$ cat src/rtl/dmem_arbiter.sv
// Two-requester arbiter (CPU load/store path and debug/loader) for the single data memory port.
// Each access runs IDLE (issue) -> WAIT (capture) -> DONE (ack); the CPU has priority unless debug is starved.
module dmem_arbiter #(
  parameter int DBITS      = 32,
  parameter int ABITS      = 32,
  parameter int STARVE_MAX = 4
) (
  input  logic             clk,
  input  logic             rst,
  input  logic             cpu_req,
  input  logic             cpu_we,
  input  logic [ABITS-1:0] cpu_addr,
  input  logic [DBITS-1:0] cpu_din,
  output logic [DBITS-1:0] cpu_dout,
  output logic             cpu_ack,
  input  logic             dbg_req,
  input  logic             dbg_we,
  input  logic [ABITS-1:0] dbg_addr,
  input  logic [DBITS-1:0] dbg_din,
  output logic [DBITS-1:0] dbg_dout,
  output logic             dbg_ack,
  output logic             mem_en,
  output logic             mem_we,
  output logic [ABITS-1:0] mem_addr,
  output logic [DBITS-1:0] mem_din,
  input  logic [DBITS-1:0] mem_dout,
  output logic             stall,
  output logic             busy
);

  typedef enum logic [1:0] {
    S_IDLE,
    S_WAIT,
    S_DONE
  } state_t;

  localparam logic [3:0] STARVE_LIM = 4'(STARVE_MAX);

  state_t     r_state;
  logic       r_owner;   // 1 = debug owns the in-flight access
  logic       r_rd;      // in-flight access is a read
  logic [3:0] r_starve;  // CPU grants taken while debug was waiting

  logic w_dbg_win;
  logic w_issue;
  logic w_we;

  // Debug wins outright when alone, or when it has waited out STARVE_MAX CPU grants.
  assign w_dbg_win = dbg_req & ((r_starve >= STARVE_LIM) | ~cpu_req);
  // Reset gates the issue so a request held through reset can never commit a write.
  assign w_issue   = (r_state == S_IDLE) & ~rst & (cpu_req | dbg_req);
  assign w_we      = w_dbg_win ? dbg_we : cpu_we;

  assign mem_en   = w_issue;
  assign mem_we   = w_issue & w_we;
  assign mem_addr = w_dbg_win ? dbg_addr : cpu_addr;
  assign mem_din  = w_dbg_win ? dbg_din  : cpu_din;

  assign stall = cpu_req & ~cpu_ack;
  assign busy  = (r_state != S_IDLE);

  // NOTE: sequential state uses non-blocking assignments only; the ack defaults to 0 each
  // cycle so it is a single-cycle pulse without extra clear logic in every state.
  always_ff @(posedge clk) begin
    if (rst) begin
      r_state  <= S_IDLE;
      r_owner  <= 1'b0;
      r_rd     <= 1'b0;
      r_starve <= '0;
      cpu_dout <= '0;
      dbg_dout <= '0;
      cpu_ack  <= 1'b0;
      dbg_ack  <= 1'b0;
    end else begin
      cpu_ack <= 1'b0;
      dbg_ack <= 1'b0;
      case (r_state)
        S_IDLE: begin
          if (w_issue) begin
            r_owner <= w_dbg_win;
            r_rd    <= ~w_we;
            r_state <= S_WAIT;
          end
        end
        S_WAIT: begin
          if (r_rd) begin
            if (r_owner) dbg_dout <= mem_dout;
            else         cpu_dout <= mem_dout;
          end
          if (r_owner) dbg_ack <= 1'b1;
          else         cpu_ack <= 1'b1;
          r_state <= S_DONE;
        end
        S_DONE:  r_state <= S_IDLE;
        default: r_state <= S_IDLE;
      endcase

      if (!dbg_req) begin
        r_starve <= '0;
      end else if (w_issue) begin
        if (w_dbg_win)                 r_starve <= '0;
        else if (r_starve < STARVE_LIM) r_starve <= r_starve + 4'd1;
      end
    end
  end

endmodule

$ cat config.mk
export PLATFORM = sky130hd
export DESIGN_NAME = dmem_arbiter
export DESIGN_NICKNAME = d
export VERILOG_FILES = /design/src/rtl/dmem_arbiter.sv
export SDC_FILE = /design/constraint.sdc
export NUM_CORES = 1
export LEC_CHECK = 0
export ABC_CLOCK_PERIOD_IN_PS = 2200
export CORE_MARGIN = 8
export CORE_UTILIZATION = 33
export DETAILED_ROUTE_END_ITERATION = 8
export PLACE_DENSITY = 0.87
export REMOVE_ABC_BUFFERS = 1
export SYNTH_ARGS = -nofsm -noshare
export SYNTH_HDL_FRONTEND = slang
export SYNTH_SLANG_ARGS = --single-unit
$ cat constraint.sdc
create_clock -name clk -period 2.2 [get_ports clk]
set_input_delay 0.33 -clock clk [delete_from_list [all_inputs] [get_ports clk]]
set_output_delay 0.33 -clock clk [all_outputs]
set_load 0.02 [all_outputs]
==> results.cfg <==
[setup_path]
critPathTopFamily = simple AND/OR/NAND/NOR gates
cpMaxStageDelayCell = or3b_4
required_ns = 1.87
cp.arrival_ns = 1.98
crit_type = reg -> out
critPathMostFrequentCell = buf_6
cp_max_fo = 6
end_kind = primary output
start_kind = register
path_buf_inv = 3
slowest_delay_ns = 0.43
worstPathCellList = or3b_4, nand2_8, buf_6, bufbuf_16, mux2_4, buf_6

[timing]
holdWs_ns = 0.452
max_freq_ghz = 0.434
fin_crit_ns = 2.31
slew_viol_final = 0
fin_ws_ns = -0.106
hold_violations = 0
tightest_slew_ns = 0.727
max_slew_margin = 0.515
rsz0062_at_grt = yes
fin_setup_tns_ns = -2.78
setup_viol_count_final = 57
worst_clock_skew_ns = 0.00561
period_share = 1.05

[floorplanning]
die_h_um = 122
die_x_um = 122
die_area_um2 = 14900
core_area_um2 = 10900
initial_core_util = 0.340
pin_count = 300
row_count = 38

[finish]
multi_input_area_um2 = 2030
area_growth_pct = 100
drive_above_1_share = 0.263
fill_cells = 826
nNetsFinal = 882
ff_latch_area_um2 = 1480
final_util = 0.679

[clock_tree]
path_clk_slew_ns = 0.06
cts_buffers = 9
cts_root_buf = clkbuf_16
clk_path_buf_depth = 2
cts.sinks = 74
htree_num_levels = 3
clock_latency_ns = 0.32
cts_tree = built

[power]
powerDensity_nw_per_um2 = 534
peakVddDrop_uv = 418
leakage_nw = 3.04

[outcome]
status = finished, violations left
violations = negative setup slack

[logic_synthesis]
synth.distinct_cells = 31
ys_async_sr_fraction = 0
synthTopCellsByCount = 132 x nand2_1, 74 x dfxtp_1, 68 x a21oi_1, 60 x mux2_4, 17 x clkbuf_1
yosysMostFrequentCell = nand2_1
synth_top_cell_by_area = dfxtp_1
ys_seq_area_frac = 0.399
synth_cells = 397
synth_edf_count = 0
syn_area_um2 = 3710
synth.area.top_cells = dfxtp_1 40%, mux2_4 24%, nand2_1 13%
ys_warn_count = 0
postSynthAreaPerCell_um2 = 9.35
ys.flop_type = dfxtp_1
synth-seq-cells = 74
synth_top_cell_area_share = 0.399

[routing]
wl_per_cell_um = 23.2
routed_wl_mm = 20.1
drt_iter0_drc = 365
vias = 4200
drcViolationCount = 0
detail-route-antenna-nets = 0
vias_per_cell = 4.84
first_pass_iters = 4

[place]
port_buffers = 299
hpwl_mm = 15.9
place.gp.congestion = 0.953
dp_slack_ns = -0.592

[global_route]
gr-total-overflow = 0
grt_pass1_wl_mm = 27.0
grt_max_degree = 70
grt.total_usage = 0.240
antenna_found_initial = 6
grt_pass1_vias = 4370

[hold_path]
hold_class = reg -> reg

[flow_run]
drv_cap = 0
[area by class of cell]
type | instances | share of cell area
Inverter | 2 | 0.00101
Timing Repair Buffer | 336 | 0.461
Clock buffer | 10 | 0.0308
Tap cell | 140 | 0.0236
Multi-Input combinational cell | 292 | 0.273
Clock inverter | 6 | 0.00910
Antenna cell | 7 | 0.00236
Sequential cell | 74 | 0.200
[worst reg2reg max path, cell delays in order (launching register included)]
cell and delay (ns):
dfxtp_2 0.32, or3b_4 0.43, buf_4 0.18, and3_4 0.18
buf_4 0.13, o41ai_2 0.27
[worst paths after layout]
path | startpoint | endpoint | slack (ns) | cells after the start
worst max-delay path | r_starve[2] | mem_din[21] | -0.11 | 6
worst min-delay path | cpu_dout[26] | cpu_dout[26] | 0.45 | 2
worst max register to register | r_starve[2] | r_rd | 0.60 | 5
worst min register to register | cpu_dout[26] | cpu_dout[26] | 0.45 | 2
[cell usage in the layout, fill, tap and decap left out, types with 2 or more instances in the layout]
cell type,instances
clkdlybuf4s50_1,231
dlygate4sd2_1,2
diode_2,7
mux2_4,64
buf_4,23
nor2b_1,2
dfxtp_1,73
o21ai_0,2
buf_2,17
nor3b_1,3
buf_6,51
clkinv_4,2
a21oi_1,68
bufbuf_16,2
clkbuf_16,11
nand2_1,132
nand3_1,3
buf_12,6
nor3_1,2
clkinvlp_4,2
[state kept, by name, summed over array words and instances (netlist names)]
signal    count
r_rd          1
cpu_dout     32
cpu_ack       1
r_starve      4
dbg_ack       1
dbg_dout     32
r_state       2
r_owner       1
[metrics by stage]
| step | instances | instance area (um2) | total power (W) |
|---|---|---|---|
| finish | 867 | 7430 | 0.00397 |
| global route | 867 | 7430 | 0.00411 |
| CTS | 857 | 7270 | 0.00394 |
| detailed placement | 833 | 6890 | 0.00248 |
| global placement | 833 | 6890 | 0.00246 |
| floorplan | 368 | 3500 | 0.00181 |
[layer usage]
layer / vias to the layer above / wire length, um / GRT usage
li1: 1973 / - / -
met4: 0 / 540 / 0.0982
met1: 1996 / 6970 / 0.253
met5: - / 0 / 0
met2: 204 / 10800 / 0.437
met3: 27 / 1800 / 0.0722
[power by group]
group	internal, W	leakage [nW]	switching, W	total (W)
Sequential	0.00136	0.598	0.0000183	0.00138
Combinational	0.000674	2.30	0.000467	0.00114
Clock	0.000880	0.139	0.000562	0.00144
[cell families after synthesis]
group | after synthesis | share of synthesized area
AOI/OAI and AO/OA | 74 | 0.105
adders and majority gates | 1 | 0.00337
buffers and inverters | 31 | 0.0596
DFF | 74 | 0.399
muxes | 64 | 0.255
and+or+nand+nor | 153 | 0.179
[timing repair]
action,4_1_cts,5_1_grt
hold buffers,0,0
resized for setup,302,27
hold endpoints to repair,0,0
setup endpoints to repair,66,56
pin swaps,2,0
setup buffers,8,1
gates cloned,2,2
No activity file was read; power rests on OpenSTA's default activity.
